--- src/rtl/ram_arb.sv ---
// ram_arb: shares a small RAM between a host port and a debug port.
// Each access runs IDLE -> ACCESS -> RESP. Ties go round-robin, and the
// debug side can lock the host out of new grants. All outputs are registered.
//
// Handshake: a requester raises req with wr/addr/din and holds all of them
// stable until it sees its one-cycle ack. The arbiter samples wr/addr/din only
// on the IDLE->ACCESS edge. A req still high in the cycle after ack counts as
// a new request.
module ram_arb #(
    parameter int DEPTH   = 4,
    parameter int WIDTH   = 2,
    parameter int AWIDTH  = $clog2(DEPTH),
    parameter int STALL_W = 8
) (
    input  logic               clk,
    input  logic               rst_n,
    input  logic               h_req,
    input  logic               h_wr,
    input  logic [AWIDTH-1:0]  h_addr,
    input  logic [WIDTH-1:0]   h_din,
    output logic               h_ack,
    output logic [WIDTH-1:0]   h_dout,
    input  logic               d_req,
    input  logic               d_wr,
    input  logic [AWIDTH-1:0]  d_addr,
    input  logic [WIDTH-1:0]   d_din,
    output logic               d_ack,
    output logic [WIDTH-1:0]   d_dout,
    input  logic               d_lock,
    output logic               ram_wr,
    output logic [AWIDTH-1:0]  ram_addr,
    output logic [WIDTH-1:0]   ram_din,
    input  logic [WIDTH-1:0]   ram_dout,
    output logic               busy,
    output logic [STALL_W-1:0] stall_cnt,
    input  logic               clr_stall,
    output logic [1:0]         o_state
);

    typedef enum logic [1:0] {
        S_IDLE   = 2'd0,
        S_ACCESS = 2'd1,
        S_RESP   = 2'd2
    } state_t;

    localparam logic [STALL_W-1:0] STALL_MAX = {STALL_W{1'b1}};
    localparam logic [STALL_W-1:0] STALL_ONE = {{(STALL_W-1){1'b0}}, 1'b1};

    state_t               r_state, w_state_nxt;
    logic                 r_owner_dbg, w_owner_dbg_nxt;   // owner of the access in flight
    logic                 r_last_dbg, w_last_dbg_nxt;     // 1: debug was granted last
    logic                 r_h_ack, w_h_ack_nxt;
    logic                 r_d_ack, w_d_ack_nxt;
    logic [WIDTH-1:0]     r_h_dout, w_h_dout_nxt;
    logic [WIDTH-1:0]     r_d_dout, w_d_dout_nxt;
    logic                 r_ram_wr, w_ram_wr_nxt;
    logic [AWIDTH-1:0]    r_ram_addr, w_ram_addr_nxt;
    logic [WIDTH-1:0]     r_ram_din, w_ram_din_nxt;
    logic                 r_busy, w_busy_nxt;
    logic [STALL_W-1:0]   r_stall_cnt, w_stall_cnt_nxt;

    logic w_h_elig, w_d_elig, w_grant_h, w_grant_d, w_h_served;

    assign w_h_elig  = h_req & ~d_lock;
    assign w_d_elig  = d_req;
    // On a tie, debug wins unless it was the last one granted.
    assign w_grant_d = (r_state == S_IDLE) & w_d_elig & (~w_h_elig | ~r_last_dbg);
    assign w_grant_h = (r_state == S_IDLE) & w_h_elig & ~w_grant_d;
    // The host is not stalling while it is being granted or is the owner in flight.
    assign w_h_served = (r_state == S_IDLE) ? w_grant_h : ~r_owner_dbg;

    // Next-state and next-output computation for the access sequencer
    always_comb begin
        w_state_nxt     = r_state;
        w_owner_dbg_nxt = r_owner_dbg;
        w_last_dbg_nxt  = r_last_dbg;
        w_h_ack_nxt     = 1'b0;
        w_d_ack_nxt     = 1'b0;
        w_h_dout_nxt    = r_h_dout;
        w_d_dout_nxt    = r_d_dout;
        w_ram_wr_nxt    = 1'b0;
        w_ram_addr_nxt  = r_ram_addr;
        w_ram_din_nxt   = r_ram_din;
        w_stall_cnt_nxt = r_stall_cnt;

        case (r_state)
            S_IDLE: begin
                if (w_grant_d) begin
                    w_state_nxt     = S_ACCESS;
                    w_owner_dbg_nxt = 1'b1;
                    w_last_dbg_nxt  = 1'b1;
                    w_ram_wr_nxt    = d_wr;
                    w_ram_addr_nxt  = d_addr;
                    w_ram_din_nxt   = d_din;
                end else if (w_grant_h) begin
                    w_state_nxt     = S_ACCESS;
                    w_owner_dbg_nxt = 1'b0;
                    w_last_dbg_nxt  = 1'b0;
                    w_ram_wr_nxt    = h_wr;
                    w_ram_addr_nxt  = h_addr;
                    w_ram_din_nxt   = h_din;
                end
            end
            S_ACCESS: begin
                w_state_nxt = S_RESP;
                // r_ram_wr is high in ACCESS exactly when this access is a write.
                if (!r_ram_wr) begin
                    if (r_owner_dbg) w_d_dout_nxt = ram_dout;
                    else             w_h_dout_nxt = ram_dout;
                end
                if (r_owner_dbg) w_d_ack_nxt = 1'b1;
                else             w_h_ack_nxt = 1'b1;
            end
            S_RESP: begin
                w_state_nxt = S_IDLE;
            end
            default: begin
                w_state_nxt = S_IDLE;
            end
        endcase

        w_busy_nxt = (w_state_nxt != S_IDLE);

        if (clr_stall) begin
            w_stall_cnt_nxt = '0;
        end else if (h_req && !w_h_served && (r_stall_cnt != STALL_MAX)) begin
            w_stall_cnt_nxt = r_stall_cnt + STALL_ONE;
        end
    end

    // State and output registers
    always_ff @(posedge clk or negedge rst_n) begin
        if (!rst_n) begin
            r_state     <= S_IDLE;
            r_owner_dbg <= 1'b0;
            r_last_dbg  <= 1'b0;
            r_h_ack     <= 1'b0;
            r_d_ack     <= 1'b0;
            r_h_dout    <= '0;
            r_d_dout    <= '0;
            r_ram_wr    <= 1'b0;
            r_ram_addr  <= '0;
            r_ram_din   <= '0;
            r_busy      <= 1'b0;
            r_stall_cnt <= '0;
        end else begin
            r_state     <= w_state_nxt;
            r_owner_dbg <= w_owner_dbg_nxt;
            r_last_dbg  <= w_last_dbg_nxt;
            r_h_ack     <= w_h_ack_nxt;
            r_d_ack     <= w_d_ack_nxt;
            r_h_dout    <= w_h_dout_nxt;
            r_d_dout    <= w_d_dout_nxt;
            r_ram_wr    <= w_ram_wr_nxt;
            r_ram_addr  <= w_ram_addr_nxt;
            r_ram_din   <= w_ram_din_nxt;
            r_busy      <= w_busy_nxt;
            r_stall_cnt <= w_stall_cnt_nxt;
        end
    end

    assign h_ack     = r_h_ack;
    assign d_ack     = r_d_ack;
    assign h_dout    = r_h_dout;
    assign d_dout    = r_d_dout;
    assign ram_wr    = r_ram_wr;
    assign ram_addr  = r_ram_addr;
    assign ram_din   = r_ram_din;
    assign busy      = r_busy;
    assign stall_cnt = r_stall_cnt;
    assign o_state   = r_state;

endmodule

--- config.mk ---
export PLATFORM = sky130hd
export DESIGN_NAME = ram_arb
export DESIGN_NICKNAME = d
export VERILOG_FILES = /design/src/rtl/ram_arb.sv
export SDC_FILE = /design/constraint.sdc
export NUM_CORES = 1
export LEC_CHECK = 0
export BUFFER_PORTS_ARGS = -buffer_cell sky130_fd_sc_hd__buf_2
export CAP_MARGIN = 10
export CORE_MARGIN = 1.5
export CORE_UTILIZATION = 31
export CTS_CLUSTER_DIAMETER = 100
export DETAILED_ROUTE_END_ITERATION = 8
export RECOVER_POWER = 50
export SLEW_MARGIN = 0
export SYNTH_ARGS = -nofsm -noshare
export SYNTH_HDL_FRONTEND = slang
export SYNTH_SLANG_ARGS = --single-unit
--- constraint.sdc ---
create_clock -name clk -period 1.79 [get_ports clk]
set_clock_uncertainty 0.15 [all_clocks]
set_input_delay 0 -clock clk [delete_from_list [all_inputs] [get_ports clk]]
set_output_delay 0 -clock clk [all_outputs]
set_load 0.02 [all_outputs]
After elaboration in Yosys (flattened, before gate mapping)
Index checks and enable logic that the tools add are counted.
W data, S select, Z words.
- register bits after elaboration: 23
- bits of input ports: 18
- output and inout port bits: 22
- logic and storage cells: 54
- $add $sub $neg: 1
- equal/unequal tests: 2
- muxes and demuxes: 19
- bitwise logic cells: 11
- reduce and logical (&&, ||, !) cells: 10
- operators with widths (kind ; number):
    $mux W8 ; 2
    $mux W2 ; 6
    $mux W1 ; 10
    $add A8 B1 Y8 const B ; 1
    $ne A8 B8 Y1 const B ; 1
    $reduce_and A3 Y1 ; 2
    $reduce_bool A2 Y1 ; 3
    $and A1 B1 Y1 ; 5
    $not A1 Y1 ; 5
    $pmux W2 S2 ; 1
    $eq A2 B1 Y1 const B ; 1
    $logic_and A1 B1 Y1 ; 2
    $logic_not A2 Y1 ; 1
    $reduce_and A2 Y1 ; 1
    $logic_not A1 Y1 ; 1
    $or A1 B1 Y1 ; 1

Logic depth before layout (Yosys ltp)
Gate-level depths: netlist of the first run.
- depth after elaboration: 13
- gate-level depth with buffers: 6
- depth with buffers taken out: 5

Worst setup path after synthesis of the first run
No wires, ideal clock.
- kind: reg2reg
- start: reg r_stall_cnt[0] (netlist: stall_cnt[0])
- end: reg r_stall_cnt[7] (netlist: stall_cnt[7])
- library setup time: 0.077 ns
- arrival: 1.621 ns
- data required time: 1.563 ns
- path slack: -0.058 ns
- cell stages (with the launch flop): 7
- buffers on the path: 1
- cell sequence: dfrtp_1 -> ha_1 -> nand4_1 -> nor2_1 -> clkbuf_8 -> or4_1 -> a21oi_1
- cells in the longest elaborated chain, start to end: 3
- elaborated cells on any way between the ends: 6
- ends and longest elaborated chain (element ; line ; source):
    start, declared ; 60 ; logic [STALL_W-1:0] r_stall_cnt, w_stall_cnt_nxt;
    start signal, assigned ; 158 ; r_stall_cnt <= w_stall_cnt_nxt;
    $add A8 B1 Y8 or $ne A8 B8 Y1 (tied branches) ; 127, 126 ;
    $mux W8 or $logic_and A1 B1 Y1 (tied branches) ; 126 ; end else if (h_req && !w_h_served && (r_stall_cnt != STALL_MAX)) begin
    $mux W8 or $reduce_bool A2 Y1 (tied branches) ; - ;
Several ways; a longest one is shown, not always the timed one. The select of a mux whose other input is x is not followed.
A chain may end at the register's enable or synchronous reset.

Worst setup path after layout of the first run
- start: reg r_last_dbg
- end: reg r_stall_cnt[4] (netlist: stall_cnt[4])
- cells in the longest elaborated chain, start to end: 10
- ends and longest elaborated chain (element ; line ; source):
    start, declared ; 51 ; logic r_last_dbg, w_last_dbg_nxt;
    start signal, assigned ; 149 ; r_last_dbg <= w_last_dbg_nxt;
    $not A1 Y1 (*) ; - ;
    $or A1 B1 Y1 ; 67 ; assign w_grant_d = (r_state == S_IDLE) & w_d_elig & (~w_h_elig | ~r_last_dbg);
    $and A1 B1 Y1 ; 67 ;
    $not A1 Y1 ; 68 ; assign w_grant_h = (r_state == S_IDLE) & w_h_elig & ~w_grant_d;
    $and A1 B1 Y1 ; 68 ;
    $mux W1 (*) ; 70 ; assign w_h_served = (r_state == S_IDLE) ? w_grant_h : ~r_owner_dbg;
    $logic_not A1 Y1 (*) ; 126 ;
    $logic_and A1 B1 Y1 (*) (2 in series) ; 126 ;
    $reduce_bool A2 Y1 (no line) (*) ; - ;
Mark *: on every way between the ends. The rest lies on a longest branch, timed or not.

==> results of run 1 <==
-- worst register-to-register path: stages (launching register included) --
cell,delay (ns)
dfrtp_1,0.41
and2b_2,0.25
o311ai_4,0.11
buf_12,0.16
or4_4,0.51
a21oi_2,0.12
-- cells by family (layout without fill, tap and decap cells) --
group,Yosys count,count (layout),synth area share
compound gates,25,25,0.184
fa+ha+maj,1,1,0.0113
buf+inv,7,70,0.0429
flops,23,23,0.520
mux,4,4,0.0407
simple gates,36,36,0.201
-- final timing paths --
kind                                       endpoint  slack (ns)  cells past startpoint                   start
setup / recovery           stall_cnt[4]$_DFFE_PN0P_        0.02                      5  r_last_dbg$_DFFE_PN0P_
hold / removal                     ram_wr$_DFF_PN0_        0.11                      5                  d_lock
setup reg to reg           stall_cnt[4]$_DFFE_PN0P_        0.02                      5  r_last_dbg$_DFFE_PN0P_
hold reg to reg               d_dout[0]$_DFFE_PN0P_        0.38                      1   d_dout[0]$_DFFE_PN0P_
max in group asynchronous      o_state[1]$_DFF_PN0_        0.39                      2                   rst_n
min in group asynchronous  stall_cnt[5]$_DFFE_PN0P_        0.31                      2                   rst_n
-- metrics by stage --
stage | cell area [um2] | hold WS [ns]
global route | 1600 | 0.116
global placement | 1350 | -0.148
detailed placement | 1350 | -0.143
CTS | 1560 | 0.0351
finish | 1600 | 0.108
floorplan | 1110 | -0.446
-- report_power, final --
part | internal [mW] | switching (mW)
Combinational | 0.448 | 0.531
Clock | 0.0868 | 0.145
Sequential | 0.692 | 0.110
Total | 1.23 | 0.786
-- sequential cells by signal, summed over array words and instances, names as in the netlist --
signal,flops
ram_wr,1
ram_addr,2
d_ack,1
d_dout,2
ram_din,2
h_ack,1
r_last_dbg,1
busy,1
h_dout,2
o_state,2
stall_cnt,8
-- cell type report --
cell class | instances | share of cell area
sequential | 23 | 0.363
inverter | 4 | 0.00939
multi-input combinational | 66 | 0.318
timing repair buffer | 62 | 0.257
tap | 46 | 0.0360
clock buffer | 4 | 0.0164
-- layer usage --
| layer | vias up | track usage | wire, um |
|---|---|---|---|
| met3 | 2 | 0.0414 | 140 |
| met1 | 498 | 0.157 | 1090 |
| met2 | 36 | 0.258 | 1340 |
| met4 | 0 | 0.0333 | 8 |
| met5 | - | 0 | 0 |
| li1 | 480 | - | - |
-- placed cells by master (no fill, tap or decap), types with 2 or more instances in the layout --
| cell | synthesis | layout |
|---|---|---|
| buf_4 | 1 | 6 |
| or4_1 | 4 | 2 |
| mux2_2 | 4 | 4 |
| clkbuf_4 | 0 | 3 |
| nor2_1 | 4 | 3 |
| nand3_1 | 4 | 4 |
| dlygate4sd3_1 | 0 | 16 |
| clkbuf_1 | 0 | 9 |
| a221o_1 | 4 | 4 |
| nand4_1 | 2 | 2 |
| buf_2 | 0 | 31 |
| o21ai_0 | 4 | 3 |
| inv_1 | 4 | 4 |
| dfrtp_1 | 23 | 19 |
| or3_2 | 2 | 2 |
| dfrtp_2 | 0 | 4 |
| a21oi_1 | 7 | 5 |
| and2_1 | 4 | 4 |
| a21oi_2 | 0 | 2 |
| o31ai_1 | 4 | 4 |
| and2_2 | 2 | 2 |
| nor2b_1 | 2 | 2 |
| or4_4 | 0 | 2 |
| nand2_1 | 4 | 4 |
-- timing repair --
action | in CTS | in global routing
gates resized for setup | 2 | 7
hold buffers | 15 | 1
pin swaps | 2 | 3
hold endpoints to repair | 40 | 1
endpoints found under the setup margin | 8 | 11
setup buffers | 3 | 2
==> reports/qor.yml, run 1 <==
cp_max_fo: 15
p_leak_nw: 0.729
post-route-period-util: 0.990
syn2layout_area_growth_pct: 44.4
grt_pass1_wl_um: 4430
ir_drop_mv: 0.732
portBuffers: 39
status: "complete, no violations"
max_slew.worst_pin.slew_ns: 1.21
final_util: 0.472
register_area_um2: 581
ys_types: 34
p_per_area_nw_per_um2: 1260
via_per_inst: 4.96
tns_ns: 0
die_area_um2: 3940
finalSetupViolCount: 0
drv_cap: 0
ys_top_cells_by_count: "dfrtp_1 (23), a21oi_1 (7)"
crit_chain: "and2b_2 -> o311ai_4 -> buf_12 -> or4_4 -> a21oi_2"
grt_overflow: 0
fmax_mhz: 564
synth_flop_cell: "dfrtp_1"
grt_max_degree: 24
synth_area_um2: 1110
ios: 40
layout-drive-gt1-share: 0.409
die_y_um: 62.8
synth_edf_count: 0
ant_nets: 0
wl_um: 2580
drtIter0Drc: 54
dp_slack_ns: -0.0770
synth_fp_nets: 115
path_delay_family: "simple AND/OR/NAND/NOR gates"
min_path_type: "input pin to flip-flop"
synth_top_area_cell: "dfrtp_1"
layoutNonFillerInstCount: 205
synth_top_area_frac: 0.520
drtPass1Iterations: 6
placedCellCount: 180
async_reset_ff_frac: 1.00
required_ns: 1.88
track_usage: 0.140
core_um2: 3390
cts_tree: "built"
clk_latency_ns: 0.30
cp_slowest_cell: "or4_4"
htreeDepth: 1
nNetsFinal: 179
antenna_found_initial: 0
power_mw: 2.01
cp.arrival_ns: 1.86
critical_path.max_stage_delay_ns: 0.51
worst_setup_path_start_kind: "flip-flop"
rows: 21
dpl.hpwl_um: 1750
syn_avg_cell_area_um2: 11.5
drv_slew: 0
worstSetupPathType: "flip-flop to flip-flop"
path_clk_slew_ns: 0.12
end_kind: "flip-flop"
fin_crit_ns: 1.77
grt_pass1_vias: 1001
gp_congestion: 0.721
cts_root_buffer: "clkbuf_4"
clock_sinks: 23
max-slew-margin-rel: 0.196
hold_viol_final: 0
yosysSeqAreaShare: 0.520
netlist_instances: 96
synth.area.top_cells: "dfrtp_1 (52%), mux2_2 (4.1%), a221o_1 (3.6%)"
critPathBufInv: 1
yosysMostFrequentCell: "dfrtp_1"
clk_path_buf_depth: 2
multi_input_area_um2: 509
n_antenna_cell: 0
route.detailed.wl_per_inst_um: 12.6
nFillCells: 326
route.vias.total: 1016
cts-buffers-inserted: 3
rsz0062_at_grt: "true"
synth.yosys.warnings: 0
route.detailed.drc: 0
start_util: 0.327
die_w_um: 62.8
ys_ff_latch: 23
worst_slack_ns: 0.0181
Note: power is estimated with default switching activity, not from simulation.
==> inputs of run 2 (changes only) <==
--- a/config.mk
+++ b/config.mk
@@ -12,6 +12,7 @@
 export CTS_CLUSTER_DIAMETER = 100
 export DETAILED_ROUTE_END_ITERATION = 8
 export RECOVER_POWER = 50
+export SETUP_SLACK_MARGIN = 0.4
 export SLEW_MARGIN = 0
 export SYNTH_ARGS = -nofsm -noshare
 export SYNTH_HDL_FRONTEND = slang
==> run 2 against run 1 <==
Compared with the run above:
- the run now ends with hold timing left
- flip-flop and latch count is the same
- combinational power increased by 49%
- sequential power is 3.0% higher
- critical path depth unchanged
- setup slack improved by 0.020 ns
- clock power up 2%
- largest cell class is now multi-input gates
- cell area increased by 14%
- worst hold slack got worse by 0.13 ns
==> reports/qor.yml, run 2 (synthesized netlist as in run 1, its figures left out) <==
status: "finished with violations"  # was complete, no violations
violations: "hold timing"
m1WireLength_um: 1230  # was 1090 um
reg2regPathDepth: 5  # unchanged
route.detailed.drc: 0  # unchanged
hold_viol_final: 1  # was 0
post-route-period-util: 0.979  # was 0.990
route.vias.total: 1060  # was 1016
register_area_um2: 581  # unchanged
multi_input_area_um2: 603  # was 509 um2
drtIter0Drc: 72  # was 54
grt_overflow: 0  # unchanged
finalSetupViolCount: 0  # unchanged
htreeDepth: 1  # unchanged
drv_cap: 0  # unchanged
p_per_area_nw_per_um2: 1380  # was 1260 nW/um2
antenna_found_initial: 0  # unchanged
hp-start: "h_req"  # was d_lock
n_antenna_cell: 0  # unchanged
top_layer_used: "met3"  # was met4
cp_max_fo: 5  # was 15
rsz0062_at_grt: "true"  # unchanged
path_clk_slew_ns: 0.12  # about the same
whs_path_depth: 4  # was 5
fin_crit_ns: 1.75  # was 1.77 ns
route.detailed.wl_per_inst_um: 13.8  # was 12.6 um
syn2layout_area_growth_pct: 64.9  # was 44.4%
via_per_inst: 4.84  # was 4.96
path_delay_family: "simple AND/OR/NAND/NOR gates"  # unchanged
wl_met3_um: 123  # was 140 um
cp_slowest_cell: "or4_4"  # unchanged
end_kind: "flip-flop"  # unchanged
final_cell_mix: "buf_2 (29), dfrtp_1 (19), dlygate4sd3_1 (15)"  # was buf_2 (31), dfrtp_1 (19), dlygate4sd3_1 (16)
holdBufCountCts: 15  # unchanged
clk_path_buf_depth: 2  # unchanged
ios: 40  # unchanged
gp_congestion: 0.778  # was 0.721
grt_max_degree: 24  # unchanged
ant_nets: 0  # unchanged
dpl.hpwl_um: 1800  # was 1750 um
grt_pass1_wl_um: 5090  # was 4430 um
rows: 21  # unchanged
final_common_cell: "buf_2"  # unchanged
clk_latency_ns: 0.31  # was 0.30 ns
die_w_um: 62.8  # unchanged
die_area_um2: 3940  # unchanged
timing.hold.ws_ns: -0.0262  # was 0.108 ns
start_util: 0.327  # unchanged
worstSetupPathType: "flip-flop to flip-flop"  # unchanged
cp.arrival_ns: 1.85  # was 1.86 ns
drtPass1Iterations: 2  # was 6
wl_um: 3010  # was 2580 um
worst_setup_path_start_kind: "flip-flop"  # unchanged
ir_drop_mv: 0.659  # was 0.732 mV
fmax_mhz: 571  # was 564 MHz
critPathBufInv: 1  # unchanged
crit_chain: "and2b_2 -> o311ai_4 -> buf_6 -> or4_4 -> a21oi_2"  # was and2b_2 -> o311ai_4 -> buf_12 -> or4_4 -> a21oi_2
grt_pass1_vias: 1119  # was 1001
route.met2.wl_um: 1660  # was 1340 um
critical_path.max_stage_delay_ns: 0.47  # was 0.51 ns
p_leak_nw: 0.832  # was 0.729 nW
required_ns: 1.89  # was 1.88 ns
cts-buffers-inserted: 3  # unchanged
die_y_um: 62.8  # unchanged
post_dp_cell_area_um2: 1400  # was 1350 um2
nFillCells: 286  # was 326
postLayoutCellArea_um2: 1830  # was 1600 um2
max_slew.worst_pin.slew_ns: 1.24  # was 1.21 ns
reg2reg_to: "stall_cnt[2]$_DFFE_PN0P_"  # was stall_cnt[4]$_DFFE_PN0P_
layout-drive-gt1-share: 0.526  # was 0.409
clock_sinks: 23  # unchanged
core_um2: 3390  # unchanged
cts_tree: "built"  # unchanged
max-slew-margin-rel: 0.176  # was 0.196
layoutNonFillerInstCount: 219  # was 205
whs_endpoint: "stall_cnt[1]$_DFFE_PN0P_"  # was ram_wr$_DFF_PN0_
portBuffers: 39  # unchanged
r2r_start: "r_last_dbg$_DFFE_PN0P_"  # unchanged
drv_slew: 0  # unchanged
min_path_type: "input pin to flip-flop"  # unchanged
placedCellCount: 181  # was 180
cts_root_buffer: "clkbuf_4"  # unchanged
track_usage: 0.161  # was 0.140
power_mw: 2.52  # was 2.01 mW
nNetsFinal: 193  # was 179
largest_reg_flops: 8  # unchanged
reg2reg_slack_ns: 0.04  # was 0.02 ns
[run 2: changes by cell type in the layout (fill, tap and decap cells not counted), sizes merged]
cell | previous run | this run
dlygate4sd3 | 16 | 15
buf | 38 | 51
clkbuf | 12 | 14
[run 2: worst max path at each step]
stage / from / endpoint / slack, ns / cells after the start
2_1_floorplan: stall_cnt[0]$_DFFE_PN0P_ / stall_cnt[2]$_DFFE_PN0P_ / 0.11 / 6
3_3_place_gp: o_state[1]$_DFF_PN0_ / stall_cnt[0]$_DFFE_PN0P_ / 0.06 / 4
3_5_place_dp: o_state[1]$_DFF_PN0_ / stall_cnt[7]$_DFFE_PN0P_ / 0.007 / 4
4_1_cts: r_last_dbg$_DFFE_PN0P_ / stall_cnt[7]$_DFFE_PN0P_ / 0.06 / 5
5_1_grt: r_last_dbg$_DFFE_PN0P_ / stall_cnt[7]$_DFFE_PN0P_ / -0.01 / 5
6_report: r_last_dbg$_DFFE_PN0P_ / stall_cnt[2]$_DFFE_PN0P_ / 0.04 / 5
[run 2: final cells by class]
class,instances,area share
clock buffers,4,0.0144
inverters,4,0.00822
multi-input cells,66,0.330
flip-flops and latches,23,0.318
well taps,46,0.0315
repair buffers,76,0.297
[run 2: layer usage]
| layer | vias to the layer above | global-route usage |
|---|---|---|
| met4 | 0 | 0.0500 |
| met2 | 30 | 0.292 |
| met3 | 0 | 0.0360 |
| met5 | - | 0 |
| li1 | 507 | - |
| met1 | 523 | 0.187 |
[run 2: stage by stage]
step / setup TNS [ns] / setup slack [ns] / util / hold WS (ns)
2_1_floorplan: 0 / 0.110 / - / -0.446
3_3_place_gp: 0 / 0.0647 / 0.412 / -0.144
3_5_place_dp: 0 / 0.00737 / 0.412 / -0.146
4_1_cts: 0 / 0.0583 / 0.506 / -0.0294
5_1_grt: -0.0278 / -0.0121 / 0.539 / -0.0494
6_report: 0 / 0.0380 / 0.539 / -0.0262
[run 2: timing repair]
action / CTS / global route
cloned: 1 / 0
setup endpoints to repair: 17 / 19
hold endpoints to repair: 43 / 2
resized for setup: 8 / 29
pin swaps: 10 / 6
buffers inserted: 14 / 4
[run 2: worst reg2reg max path: stages, from the launching register on]
cell and delay [ns]:
dfrtp_1 0.43, and2b_2 0.27, o311ai_4 0.11, buf_6 0.15, or4_4 0.47, a21oi_2 0.12
[run 2: where the power goes]
group / switching (mW) / leakage (nW) / internal, mW
combinational: 0.673 / 0.526 / 0.789
sequential: 0.133 / 0.291 / 0.693
clock: 0.148 / 0.0150 / 0.0870
total: 0.954 / 0.832 / 1.57
